`src/rtl/fb_copy_writer_pkg.sv`:
```
// Shared definitions for the framebuffer copy writer.
//   - Default widths, taken from the ADDR_SIZE / REG_SIZE defines used by
//     the rest of the system when they exist.
//   - FSM state encoding for the frame-copy controller.
`ifndef ADDR_SIZE
`define ADDR_SIZE 12
`endif
`ifndef REG_SIZE
`define REG_SIZE 8
`endif

package fb_copy_writer_pkg;

    localparam int ADDR_W_DEF      = `ADDR_SIZE;
    localparam int DATA_W_DEF      = `REG_SIZE;
    localparam int SRAM_ADDR_W_DEF = 20;

    typedef enum logic [1:0] {
        ST_IDLE  = 2'd0,
        ST_COPY  = 2'd1,
        ST_FLUSH = 2'd2,
        ST_DONE  = 2'd3
    } fb_state_e;

endpackage : fb_copy_writer_pkg

```
`src/rtl/fb_copy_writer_sync_fifo.sv`:
```
// Synchronous first-word-fall-through FIFO.
// Ports:
//   clk, reset    system clock, synchronous active-high reset
//   push, din     write an entry (ignored when full)
//   pop           drop the head entry (ignored when empty)
//   dout          head entry, valid whenever empty is low
//   full, empty   occupancy flags
//   level         number of entries held, 0..DEPTH
module sync_fifo #(
    parameter int WIDTH = 8,
    parameter int DEPTH = 16
) (
    input  logic                     clk,
    input  logic                     reset,
    input  logic                     push,
    input  logic                     pop,
    input  logic [WIDTH-1:0]         din,
    output logic [WIDTH-1:0]         dout,
    output logic                     full,
    output logic                     empty,
    output logic [$clog2(DEPTH):0]   level
);

    localparam int PW = $clog2(DEPTH);

    logic [WIDTH-1:0] mem_q [DEPTH];
    // Pointers carry one extra wrap bit so full and empty are distinguishable.
    logic [PW:0] wr_ptr_q, wr_ptr_d;
    logic [PW:0] rd_ptr_q, rd_ptr_d;
    logic        do_push, do_pop;

    assign full    = (wr_ptr_q[PW] != rd_ptr_q[PW]) && (wr_ptr_q[PW-1:0] == rd_ptr_q[PW-1:0]);
    assign empty   = (wr_ptr_q == rd_ptr_q);
    assign level   = wr_ptr_q - rd_ptr_q;
    assign dout    = mem_q[rd_ptr_q[PW-1:0]];
    assign do_push = push && !full;
    assign do_pop  = pop && !empty;

    always_comb begin
        wr_ptr_d = wr_ptr_q + (PW+1)'(do_push);
        rd_ptr_d = rd_ptr_q + (PW+1)'(do_pop);
    end

    // NOTE: sequential state uses non-blocking assignments so every flop
    // samples the pre-edge values regardless of process ordering.
    always_ff @(posedge clk) begin
        if (reset) begin
            wr_ptr_q <= '0;
            rd_ptr_q <= '0;
        end else begin
            wr_ptr_q <= wr_ptr_d;
            rd_ptr_q <= rd_ptr_d;
        end
    end

    // NOTE: the storage array has no reset; the pointers alone define which
    // entries are valid, and leaving it unreset lets it map onto plain RAM.
    always_ff @(posedge clk) begin
        if (do_push) begin
            mem_q[wr_ptr_q[PW-1:0]] <= din;
        end
    end

endmodule : sync_fifo

```
`src/rtl/fb_copy_writer.sv`:
```
// Framebuffer copy writer: receives the sh_mem frame-copy stream, buffers the
// pixels, and writes them to the SRAM controller only while blank is high.
// All other cycles are read cycles serving vga_machine.
// Ports:
//   clk, reset                         clock, synchronous active-high reset
//   copy_valid/addr/data/end, ready    copy stream from sh_mem
//   blank                              write window
//   pix_rd_addr, pix_rd_data           vga_machine read port (2-cycle latency)
//   sram_write/read/addr/wdata/rdata   SRAM controller port, one op per cycle
//   frame_done                         pulse after the last pixel is written
//   fifo_level                         current FIFO occupancy
module fb_copy_writer
    import fb_copy_writer_pkg::*;
#(
    parameter int                     ADDR_W      = ADDR_W_DEF,
    parameter int                     DATA_W      = DATA_W_DEF,
    parameter int                     SRAM_ADDR_W = SRAM_ADDR_W_DEF,
    parameter logic [SRAM_ADDR_W-1:0] FB_BASE     = '0,
    parameter int                     FIFO_DEPTH  = 16
) (
    input  logic                          clk,
    input  logic                          reset,
    input  logic                          copy_valid,
    input  logic [ADDR_W-1:0]             copy_addr,
    input  logic [DATA_W-1:0]             copy_data,
    input  logic                          copy_end,
    output logic                          copy_ready,
    input  logic                          blank,
    input  logic [ADDR_W-1:0]             pix_rd_addr,
    output logic [DATA_W-1:0]             pix_rd_data,
    output logic                          sram_write,
    output logic                          sram_read,
    output logic [SRAM_ADDR_W-1:0]        sram_addr,
    output logic [DATA_W-1:0]             sram_wdata,
    input  logic [DATA_W-1:0]             sram_rdata,
    output logic                          frame_done,
    output logic [$clog2(FIFO_DEPTH):0]   fifo_level
);

    fb_state_e state_q, state_d;

    logic                       fifo_full, fifo_empty;
    logic [ADDR_W+DATA_W-1:0]   fifo_dout;
    logic [ADDR_W-1:0]          head_addr;
    logic [DATA_W-1:0]          head_data;
    logic                       push, pop;

    logic                   sram_write_q, sram_write_d;
    logic                   sram_read_q,  sram_read_d;
    logic [SRAM_ADDR_W-1:0] sram_addr_q,  sram_addr_d;
    logic [DATA_W-1:0]      sram_wdata_q, sram_wdata_d;
    // Marks that sram_rdata carries the answer to last cycle's read.
    logic                   rd_pend_q,    rd_pend_d;
    logic [DATA_W-1:0]      pix_rd_data_q, pix_rd_data_d;

    assign copy_ready = !fifo_full && (state_q == ST_IDLE || state_q == ST_COPY);
    assign push       = copy_valid && copy_ready;
    assign pop        = blank && !fifo_empty;
    assign {head_addr, head_data} = fifo_dout;

    sync_fifo #(
        .WIDTH (ADDR_W + DATA_W),
        .DEPTH (FIFO_DEPTH)
    ) u_fifo (
        .clk   (clk),
        .reset (reset),
        .push  (push),
        .pop   (pop),
        .din   ({copy_addr, copy_data}),
        .dout  (fifo_dout),
        .full  (fifo_full),
        .empty (fifo_empty),
        .level (fifo_level)
    );

    // NOTE: every signal written here gets a default first, so no path
    // leaves it unassigned and no latch is inferred.
    always_comb begin
        state_d = state_q;
        case (state_q)
            ST_IDLE: begin
                // A single-pixel frame can start and end in the same cycle.
                if (copy_valid)    state_d = copy_end ? ST_FLUSH : ST_COPY;
                else if (copy_end) state_d = ST_DONE;
            end
            ST_COPY: begin
                if (copy_end) state_d = ST_FLUSH;
            end
            ST_FLUSH: begin
                // Wait until the last popped pixel has left the SRAM port.
                if (fifo_empty && !sram_write_q) state_d = ST_DONE;
            end
            ST_DONE: begin
                state_d = ST_IDLE;
            end
            default: state_d = ST_IDLE;
        endcase
    end

    always_comb begin
        sram_write_d  = pop;
        sram_read_d   = !pop;
        sram_wdata_d  = pop ? head_data : sram_wdata_q;
        // Sum is taken at SRAM_ADDR_W bits, so it wraps past the top.
        sram_addr_d   = FB_BASE + (pop ? SRAM_ADDR_W'(head_addr) : SRAM_ADDR_W'(pix_rd_addr));
        rd_pend_d     = sram_read_q;
        pix_rd_data_d = rd_pend_q ? sram_rdata : pix_rd_data_q;
    end

    always_ff @(posedge clk) begin
        if (reset) begin
            state_q       <= ST_IDLE;
            sram_write_q  <= 1'b0;
            sram_read_q   <= 1'b1;
            sram_addr_q   <= '0;
            sram_wdata_q  <= '0;
            rd_pend_q     <= 1'b0;
            pix_rd_data_q <= '0;
        end else begin
            state_q       <= state_d;
            sram_write_q  <= sram_write_d;
            sram_read_q   <= sram_read_d;
            sram_addr_q   <= sram_addr_d;
            sram_wdata_q  <= sram_wdata_d;
            rd_pend_q     <= rd_pend_d;
            pix_rd_data_q <= pix_rd_data_d;
        end
    end

    assign sram_write  = sram_write_q;
    assign sram_read   = sram_read_q;
    assign sram_addr   = sram_addr_q;
    assign sram_wdata  = sram_wdata_q;
    assign pix_rd_data = pix_rd_data_q;
    assign frame_done  = (state_q == ST_DONE);

endmodule : fb_copy_writer

```
`config.mk`:
```
export PLATFORM = sky130hd
export DESIGN_NAME = fb_copy_writer
export DESIGN_NICKNAME = d
export VERILOG_FILES = /design/src/rtl/fb_copy_writer_pkg.sv /design/src/rtl/fb_copy_writer_sync_fifo.sv /design/src/rtl/fb_copy_writer.sv
export SDC_FILE = /design/constraint.sdc
export NUM_CORES = 1
export LEC_CHECK = 0
export BUFFER_PORTS_ARGS = -buffer_cell sky130_fd_sc_hd__clkbuf_2
export CORE_MARGIN = 1
export CORE_UTILIZATION = 30
export DETAILED_ROUTE_END_ITERATION = 10
export GPL_TIMING_DRIVEN = 0
export MAX_ROUTING_LAYER = met4
export PLACE_DENSITY = 0.47
export SLEW_MARGIN = 20
export SYNTH_ARGS = -nofsm -noshare
export SYNTH_HDL_FRONTEND = slang
export SYNTH_SLANG_ARGS = --single-unit
```
`constraint.sdc`:
```
create_clock -name clk -period 10.8 [get_ports clk]
set_input_delay 0.54 -clock clk [delete_from_list [all_inputs] [get_ports clk]]
set_output_delay 0.54 -clock clk [all_outputs]
set_load 0.1 [all_outputs]
```
## After elaboration in Yosys (flattened, before gate mapping)

Memories as Yosys holds them, arrays and structs flattened. A register that Yosys moved wholly into a read port is not among the register bits.
Index checks and enable logic that the tools add are counted.

- Register bits after elaboration: 51
- Logic and storage cells: 46
- RAM bits: 320
- Memories: 1
- Bits of input ports: 45

Memories:

| name | depth | bits a word | rd ports | clocked after memory_dff | write ports | RTL line | text |
|---|---|---|---|---|---|---|---|
| u_fifo.mem_q | 16 | 20 | 1 | 1 | 1 | fb_copy_writer_sync_fifo.sv:26 | `logic [WIDTH-1:0] mem_q [DEPTH];` |

- $add $sub $neg: 3
- Muxes and demuxes: 10
- Reduce and logical (&&, ||, !) cells: 14
- Equal/unequal tests: 9

Operators with widths:

| kind | count |
|---|---|
| $mux 12 | 1 |
| $add 5x1->5 | 2 |
| $mux 2 | 5 |
| $pmux 2 s4 | 1 |
| $logic_and 1x1->1 | 7 |
| $eq 5x5->1 | 1 |
| $sub 5x5->5 | 1 |
| $eq 2x2->1 const B | 2 |
| $eq 4x4->1 | 1 |
| $logic_not 1->1 | 4 |
| $mux 4 | 1 |
| $ne 2x2->1 const B | 2 |
| $ne 3x3->1 const B | 1 |
| $reduce_and 3->1 | 1 |
| $eq 2x1->1 const B | 1 |
| $logic_not 2->1 | 1 |
| $mux 1 | 2 |
| $logic_or 1x1->1 | 1 |
| $ne 1x1->1 | 1 |

## Longest topological paths before layout

Gate-level depths: netlist of run 1.

- Depth after elaboration: 8
- Mapped depth: 11
- Depth with buffers taken out: 9

## By module

From an unflattened synthesis of run 1, not the netlist that was laid out.

- Cells, all modules: 776
- Area, all modules: 14,333.7 µm²

Modules (own cells, without submodules):

| module | area each (µm²) | cells each | times used |
|---|---|---|---|
| sync_fifo | 13,026.2 | 621 | 1 |
| fb_copy_writer | 1,307.5 | 155 | 1 |

## Worst setup path before layout of run 1

OpenSTA, ideal clock, no wires.

- Kind: register -> register
- Start: register u_fifo.rd_ptr_q[2]
- End: memory u_fifo.mem_q[3][0] (netlist name), enable pin
- Cell stages (with the launch flop): 9
- Path slack: 7,173 ps
- Data required time: 10,378 ps
- Clock period less this slack: 3,627 ps
- Arrival time: 3,204 ps
- Path buffers: 2
- Cells stage by stage: dfxtp_1 -> buf_2 -> buf_1 -> inv_1 -> ha_1 -> nand4_4 -> o221a_2 -> nand3_1 -> nor3_1

- Longest elaborated chain between the ends: 8

RTL lines:

| item | RTL line | text |
|---|---|---|
| start: declaration | fb_copy_writer_sync_fifo.sv:29 | `logic [PW:0] rd_ptr_q, rd_ptr_d;` |
| start signal: assignment | fb_copy_writer_sync_fifo.sv:52 | `rd_ptr_q <= rd_ptr_d;` |
| $eq 4x4->1 * | fb_copy_writer_sync_fifo.sv:32 | `assign full = (wr_ptr_q[PW] != rd_ptr_q[PW]) && (wr_ptr_q[PW-1:0] == rd_ptr_q[PW-1:0]);` |
| $logic_and 1x1->1 * | fb_copy_writer_sync_fifo.sv:32 |  |
| $logic_not 1->1 * | fb_copy_writer_sync_fifo.sv:36, fb_copy_writer.sv:56 |  |
| $logic_and 1x1->1 | fb_copy_writer.sv:56 | `assign copy_ready = !fifo_full && (state_q == ST_IDLE \|\| state_q == ST_COPY);` |
| $logic_and 1x1->1 | fb_copy_writer.sv:57 | `assign push = copy_valid && copy_ready;` |
| $logic_and 1x1->1 * | fb_copy_writer_sync_fifo.sv:36 | `assign do_push = push && !full;` |
| $mux 1 * | fb_copy_writer_sync_fifo.sv:59 | `if (do_push) begin` |
| $mux 1 (not written as such) * | fb_copy_writer_sync_fifo.sv:60 | `mem_q[wr_ptr_q[PW-1:0]] <= din;` |
| end: declaration | fb_copy_writer_sync_fifo.sv:26 |  |

Every way passes the cells marked *; elsewhere a longest branch is shown, timed or not.

## Worst setup path in the final report of run 1

- Start: register u_fifo.rd_ptr_q[2]
- End: output fifo_level[4]

- Longest elaborated chain between the ends: 1

RTL lines:

| item | RTL line | text |
|---|---|---|
| $sub 5x5->5 | fb_copy_writer_sync_fifo.sv:34 | `assign level = wr_ptr_q - rd_ptr_q;` |
| end: declaration | fb_copy_writer.sv:37 | `output logic [$clog2(FIFO_DEPTH):0] fifo_level` |

No other way between the ends.

==> metrics.yaml, run 1 <==
status: "finished, final reports clean"
cts_buffer_depth: 3
setup_viol: 0
worstMarginPinSlew_ns: 1.04
antenna_cells: 0
drt_iter0_drc: 534
drt-pass1-iter-count: 6
crit_fanout: 10
io_pins: 90
worstSetupStartpointType: "flop"
grt_max_degree: 17
min_from: "pix_rd_addr[10]"
dpl_cell_area_sq_um: 15800
grt_overflow_total: 0
synth_ff_type: "edfxtp_1"
vdd_ir_drop_max_mv: 0.200
synth_seq_area_share_pct: 74.5
ys_ff_latch: 363
grt_usage_pct: 15.0
powerDensity_nw_per_um2: 232
synth_top_cell_by_area: "edfxtp_1"
start_util_pct: 30.7
cts_made_buffers: 41
place.gp.congestion: 0.699
finalHoldViolCount: 0
synth_cell_types: 35
clock-sinks: 363
hold_end: "sram_addr[10]"
hold_depth: 2
drcViolationCount: 0
arrival_ns: 3.40
setup_tns_ns: 0
rsz0062_at_grt: "false"
finalMaxSlewViolations: 0
syn_area_per_cell_sq_um: 20.0
final_nets: 918
cts_hold_buf: 0
criticalPathCategory: "flop to output pin"
fp.dieW_um: 218
r2r_end: "u_fifo.mem_q[3][17]"
reg2regPathDepth: 10
syn_area_sq_um: 14100
grt_pass1_wl_mm: 49.4
syn_inst: 703
reg2reg_from: "u_fifo.rd_ptr_q[2]"
synth_commonest_cells: "320 x edfxtp_1, 80 x mux4_2, 68 x nor2_1"
ff2ff_setup_slack_ns: 6.86
worstSkewPairLatency_ns: 0.55
final_area_sq_um: 17200
cts_setup_buffers: 0
p_total_w: 0.00398
cts_max_level: 2
die_h_um: 218
drive_gt1_share_pct: 33.2
synth_edf_count: 320
fmax_mhz: 254
holdWs_ns: 0.196
finClkSkew_ns: 0.0182
area_growth_pct: 22.2
cts_tree: "yes"
num_vias: 6938
place_hpwl_mm: 22.6
hold_path.class: "primary input to flop"
antenna_found_initial: 0
end_kind: "output pin"
post-route-period-util_pct: 36.5
synth_warnings: 0
cap_violations: 0
nFillCells: 4148
cts_root_buffer: "clkbuf_16"
p_leak_nw: 5.79
postSynth.asyncResetShare_pct: 0
post-synth-top-count-cell: "edfxtp_1"
grt_pass1_vias: 7280
required_ns: 10.26
wl_per_cell_um: 22.4
slew_headroom_pct: 30.6
fp.dieArea_sq_um: 47700
synthTopCellsByArea: "edfxtp_1 68%, mux4_2 13%, dfxtp_1 6.1%, mux2i_1 3.4%, nor2_1 1.8%"
via_per_inst: 4.65
synth_top_area_share_pct: 68.4
post_cts_resized: 0
portBuffers: 81
fp-row-count: 78
finalWirelength_mm: 33.4
fin_crit_ns: 3.94
postRouteAntennaNets: 0
core_area_sq_um: 45800
clkTransAtPathRegs_ns: 0.06
==> layer usage <==
| metal | routed length, um | part of all wire [%] | GRT usage (%) | vias up |
|---|---|---|---|---|
| li1 | - | - | - | 3126 |
| met1 | 15300 | 46 | 20.7 | 3578 |
| met2 | 15500 | 46 | 22.7 | 180 |
| met3 | 1940 | 5.8 | 2.30 | 54 |
| met4 | 620 | 1.9 | 4.20 | 0 |
| met5 | 0 | 0 | - | - |
==> layout by cell type (no fill, tap or decap), drive strengths merged <==
cell type  netlist  layout
buf             26      51
clkinv           0      15
nand2b           3       3
nor2b            5       5
clkinvlp         0       2
o221a            1       1
nand3            9       9
nor2            68      68
edfxtp         320     320
nand4            1       1
a211o           20      20
mux4            80      80
clkbuf          16     150
a21o             2       2
mux2i           48      48
o2111ai          2       2
o21a             1       1
o31a             1       1
bufinv           0       4
xor2             4       4
o22a             1       1
inv             14      16
o21ai            2       2
conb             1       8
dfxtp           43      43
fa               1       1
xnor2            7       7
or4              2       2
nand3b           1       1
nand2            2       2
o31ai            2       2
a21oi            3       3
ha              13      13
nor3             4       4
==> critical path, stage by stage, from the launching register on <==
cell and delay (ns):
dfxtp_1 0.36, buf_2 0.26, buf_1 0.75, inv_1 0.11
ha_1 0.41, a21o_1 0.19, a21oi_1 0.17, xnor2_1 0.13
clkbuf_2 0.48
==> area by class of cell <==
class	instances	area (sq um)	area share, %
plain buffers	42	263	1.53
multi-input cells	291	3410	19.8
inverters	14	52.6	0.306
well taps	600	751	4.37
flip-flops and latches	363	10500	61.0
clock inverters	23	224	1.30
repair buffers	106	852	4.96
clock buffers	53	1150	6.72
==> flip-flops by register name, indices dropped and copies added (netlist names) <==
register         count
u_fifo.mem_q       320
sram_addr           12
pix_rd_data          8
sram_wdata           8
u_fifo.rd_ptr_q      5
u_fifo.wr_ptr_q      5
state_q              2
rd_pend_q            1
sram_read            1
sram_write           1
==> power breakdown <==
group | switching (W) | internal [W] | leakage (nW) | total (W)
Combinational | 0.000667 | 0.000264 | 1.87 | 0.000931
Sequential | 0.0000298 | 0.00161 | 3.24 | 0.00164
Clock | 0.000554 | 0.000852 | 0.680 | 0.00141
Total | 0.00125 | 0.00273 | 5.79 | 0.00398
==> worst max-delay path by stage <==
stage	to	slack, ns	cells after the start	start
3_5_place_dp	u_fifo.mem_q[3][17]	6.78	10	u_fifo.rd_ptr_q[2]
3_3_place_gp	u_fifo.mem_q[3][14]	4.41	8	u_fifo.rd_ptr_q[2]
6_report	fifo_level[4]	6.86	8	u_fifo.rd_ptr_q[2]
4_1_cts	u_fifo.mem_q[3][16]	6.74	10	u_fifo.rd_ptr_q[2]
5_1_grt	u_fifo.mem_q[3][15]	6.57	10	u_fifo.rd_ptr_q[2]
2_1_floorplan	u_fifo.mem_q[3][0]	7.17	8	u_fifo.rd_ptr_q[2]
==> logic make-up (layout without fill, tap and decap cells) <==
kind of cell,after synthesis,in the layout,synth area share (%)
muxes,128,128,16.2
xor gates and xnor gates,11,11,0.685
and+or+nand+nor,95,95,3.01
DFF,363,363,74.5
adders and majority gates,14,14,1.30
AOI/OAI and AO/OA,35,35,2.02
other,1,8,0.0267
buffers and inverters,56,238,2.23
==> per-stage QoR <==
step	utilization, %	instances	setup slack [ns]
after floorplan	-	710	7.17
after global placement	33.3	1391	4.41
after detailed placement	34.5	1415	6.78
after CTS	37.5	1491	6.74
after global routing	37.5	1492	6.57
final	37.5	1492	6.86
No activity file was read; power rests on OpenSTA's default activity.
==> run 2, diff against run 1 <==
Settings changed: ABC_AREA set to 1, PLACE_DENSITY 0.47 to 0.49.
Clock period 10.8 ns to 3.54 ns, I/O delays scaled along.
==> run 2 against run 1 <==
Effect of this change:
- clock power increased to 3.3 times the previous value
- critical endpoint is now u_fifo.mem_q[13][1]
- register-to-register slack got worse by 6.6 ns
- first-iteration DRC count increased by 66%
- critical path type is now flop to flop
==> metrics.yaml, run 2 <==
fp-row-count: 84  # +7.7%
largest_register_ff_count: 320  # unchanged
cts_hold_buf: 21  # +21
powerDensity_nw_per_um2: 725  # +210%
grt_overflow_total: 0  # unchanged
post_cts_resized: 0  # unchanged
drcViolationCount: 0  # unchanged
cts_max_level: 2  # unchanged
synth_seq_area_share_pct: 65.8  # -8.6 points
synth_top_cell_by_area: "edfxtp_1"
cts_setup_buffers: 0  # unchanged
criticalPathCategory: "flop to flop"
vdd_ir_drop_max_mv: 0.622  # +210%
met2_usage_pct: 26.2  # +3.5 points
worstSkewPairLatency_ns: 0.57  # +0.02 ns
wl_per_cell_um: 16.1  # -28%
fin_crit_ns: 3.31
grt_usage_pct: 16.0  # +1.1 points
arrival_ns: 3.58  # +0.18 ns
fp.dieW_um: 232  # +6.3%
postSynth.asyncResetShare_pct: 0  # unchanged
dpl_cell_area_sq_um: 17600  # +11%
synth_edf_count: 320  # unchanged
start_util_pct: 30.3  # -0.39 points
post-synth-top-count-cell: "nand2_1"
grt_max_degree: 17  # unchanged
finalWirelength_mm: 40.8  # +22%
synth_top_area_share_pct: 60.4  # -7.9 points
final_area_sq_um: 19200  # +12%
grt-busiest-layer: "met2"
grt_pass1_vias: 10600  # +46%
final_nets: 1872  # +100%
worstPathCellList: "buf_2 > inv_1 > clkbuf_1 > ha_1 > nand2_1 > nor2_2 > a21oi_4 > nand2_4 > buf_6 > nor3_2 > buf_4"
layout_commonest_cell: "nand2_1"
cap_violations: 0  # unchanged
synth_ff_type: "edfxtp_1"
fp.dieArea_sq_um: 53900  # +13%
die_h_um: 232  # +6.3%
drt_iter0_drc: 885  # +66%
area_growth_pct: 20.9
fmax_mhz: 302
cts_root_buffer: "clkbuf_16"
finalHoldViolCount: 0  # unchanged
antenna_found_initial: 0  # unchanged
place_hpwl_mm: 28.1  # +24%
drt-pass1-iter-count: 5  # -1
place.gp.congestion: 0.904  # +29%
end_kind: "flop"
synth_cell_types: 29  # -17%
cpLargestDelayFamily: "buffers and inverters"
grt_pass1_wl_mm: 62.7  # +27%
critPathBufInv: 5  # +1
drive_gt1_share_pct: 14.4  # -19 points
met1_usage_pct: 20.2  # -0.58 points
num_vias: 10800  # +56%
setup_viol: 0  # unchanged
finalMaxSlewViolations: 0  # unchanged
timing.final.ws_setup_ns: 0.228  # -6.63 ns
syn_area_sq_um: 15900  # +13%
via_per_inst: 4.27  # -8.1%
antenna_cells: 0  # unchanged
clkTransAtPathRegs_ns: 0.06  # about the same
slowest_delay_ns: 0.60  # -0.15 ns
p_leak_nw: 8.62  # +49%
ys_ff_latch: 363  # unchanged
synthTopCellsByArea: "edfxtp_1 60%, nand2_1 13%, inv_1 7.3%, nand3_1 6.5%, dfxtp_1 5.4%"
nFillCells: 5207  # +26%
hold_path.class: "primary input to flop"
synth_commonest_cells: "558 x nand2_1, 320 x edfxtp_1, 308 x inv_1"
core_area_sq_um: 52400  # +15%
synth_warnings: 0  # unchanged
portBuffers: 81  # unchanged
slowest_stage: "nor3_2"
finClkSkew_ns: 0.0166  # -0.00160 ns
cts_buffer_depth: 3  # unchanged
post-route-period-util_pct: 93.6
syn_area_per_cell_sq_um: 9.78  # -51%
worstSetupStartpointType: "flop"
final_util_pct: 36.7  # -0.86 points
slew_headroom_pct: 43.0  # +12 points
clock-sinks: 363  # unchanged
worstMarginPinSlew_ns: 0.850  # -0.190 ns
io_pins: 90  # unchanged
postRouteAntennaNets: 0  # unchanged
syn_inst: 1626  # +130%
cts_tree: "yes"
cts_made_buffers: 42  # +2.4%
crit_fanout: 10  # unchanged
met3_usage_pct: 2.85  # +0.55 points
status: "finished, final reports clean"
required_ns: 3.81  # -6.45 ns
dpl_worst_slack_ns: 0.207  # -6.58 ns
most-common-layout-cells: "558 x nand2_1, 320 x edfxtp_1, 308 x inv_1"
rsz0062_at_grt: "false"
==> run 2: changes by cell type after synthesis, sizes merged, moves of 38 or more <==
cell,before,now
buf,26,68
nand3,9,206
nor2,68,30
nand2,2,559
inv,14,312
mux2i,48,0
mux4,80,0
==> run 2: area by class of cell <==
cell class | count | area (sq um) | area share, %
buffer | 78 | 457 | 2.38
clock inverter | 22 | 283 | 1.47
multi-input combinational | 866 | 3850 | 20.1
timing repair buffer | 136 | 897 | 4.67
inverter | 326 | 1230 | 6.38
clock buffer | 56 | 1180 | 6.12
sequential | 363 | 10500 | 54.5
tap | 688 | 861 | 4.48
==> run 2: stage by stage <==
stage                     setup TNS (ns)  hold slack, ns  cells  power (W)
after floorplan                  -124.81           0.246   1633    0.00820
after global placement           -461.46           0.379   2402    0.00935
after detailed placement               0           0.380   2436    0.00944
after CTS                              0          0.0514   2535     0.0141
after global routing                   0          0.0570   2535     0.0146
final                                  0          0.0599   2535     0.0139
==> run 2: logic make-up after synthesis <==
logic type               count (synthesis)  synth area share [%]
flip-flops                             363                  65.8
XOR/XNOR                                 8                 0.488
AND/OR/NAND/NOR                        812                  21.0
multiplexers                             1                0.0708
adder cells (fa/ha/maj)                 14                  1.15
AO/OA/AOI/OAI                           23                 0.834
other                                    1                0.0236
buffers and inverters                  404                  10.6
==> run 2: routing by layer <==
metal,share of wire (%),vias up
li1,-,5489
met1,45,5037
met2,48,250
met3,5.2,60
met4,2.2,0
met5,0,-
==> run 2: power by group <==
part	internal [W]	total [W]	leakage (nW)	switching [W]
Combinational	0.00103	0.00430	4.68	0.00327
Clock	0.00285	0.00460	0.710	0.00176
Sequential	0.00494	0.00504	3.24	0.0000999
==> run 2: worst reg2reg max path, cell delays in order, from the launching register on <==
cell	delay, ns
dfxtp_1	0.29
buf_2	0.16
inv_1	0.10
clkbuf_1	0.47
ha_1	0.39
nand2_1	0.11
nor2_2	0.07
a21oi_4	0.18
nand2_4	0.14
buf_6	0.19
nor3_2	0.60
buf_4	0.33
==> run 2: worst paths after layout <==
| check | slack (ns) | depth (start not counted) | start | to |
|---|---|---|---|---|
| hold / removal | 0.06 | 1 | copy_addr[0] | u_fifo.mem_q[1][8] |
| setup reg to reg | 0.23 | 11 | u_fifo.rd_ptr_q[2] | u_fifo.mem_q[13][1] |
| hold reg to reg | 0.41 | 2 | sram_read | rd_pend_q |
| setup / recovery | 0.23 | 11 | u_fifo.rd_ptr_q[2] | u_fifo.mem_q[13][1] |
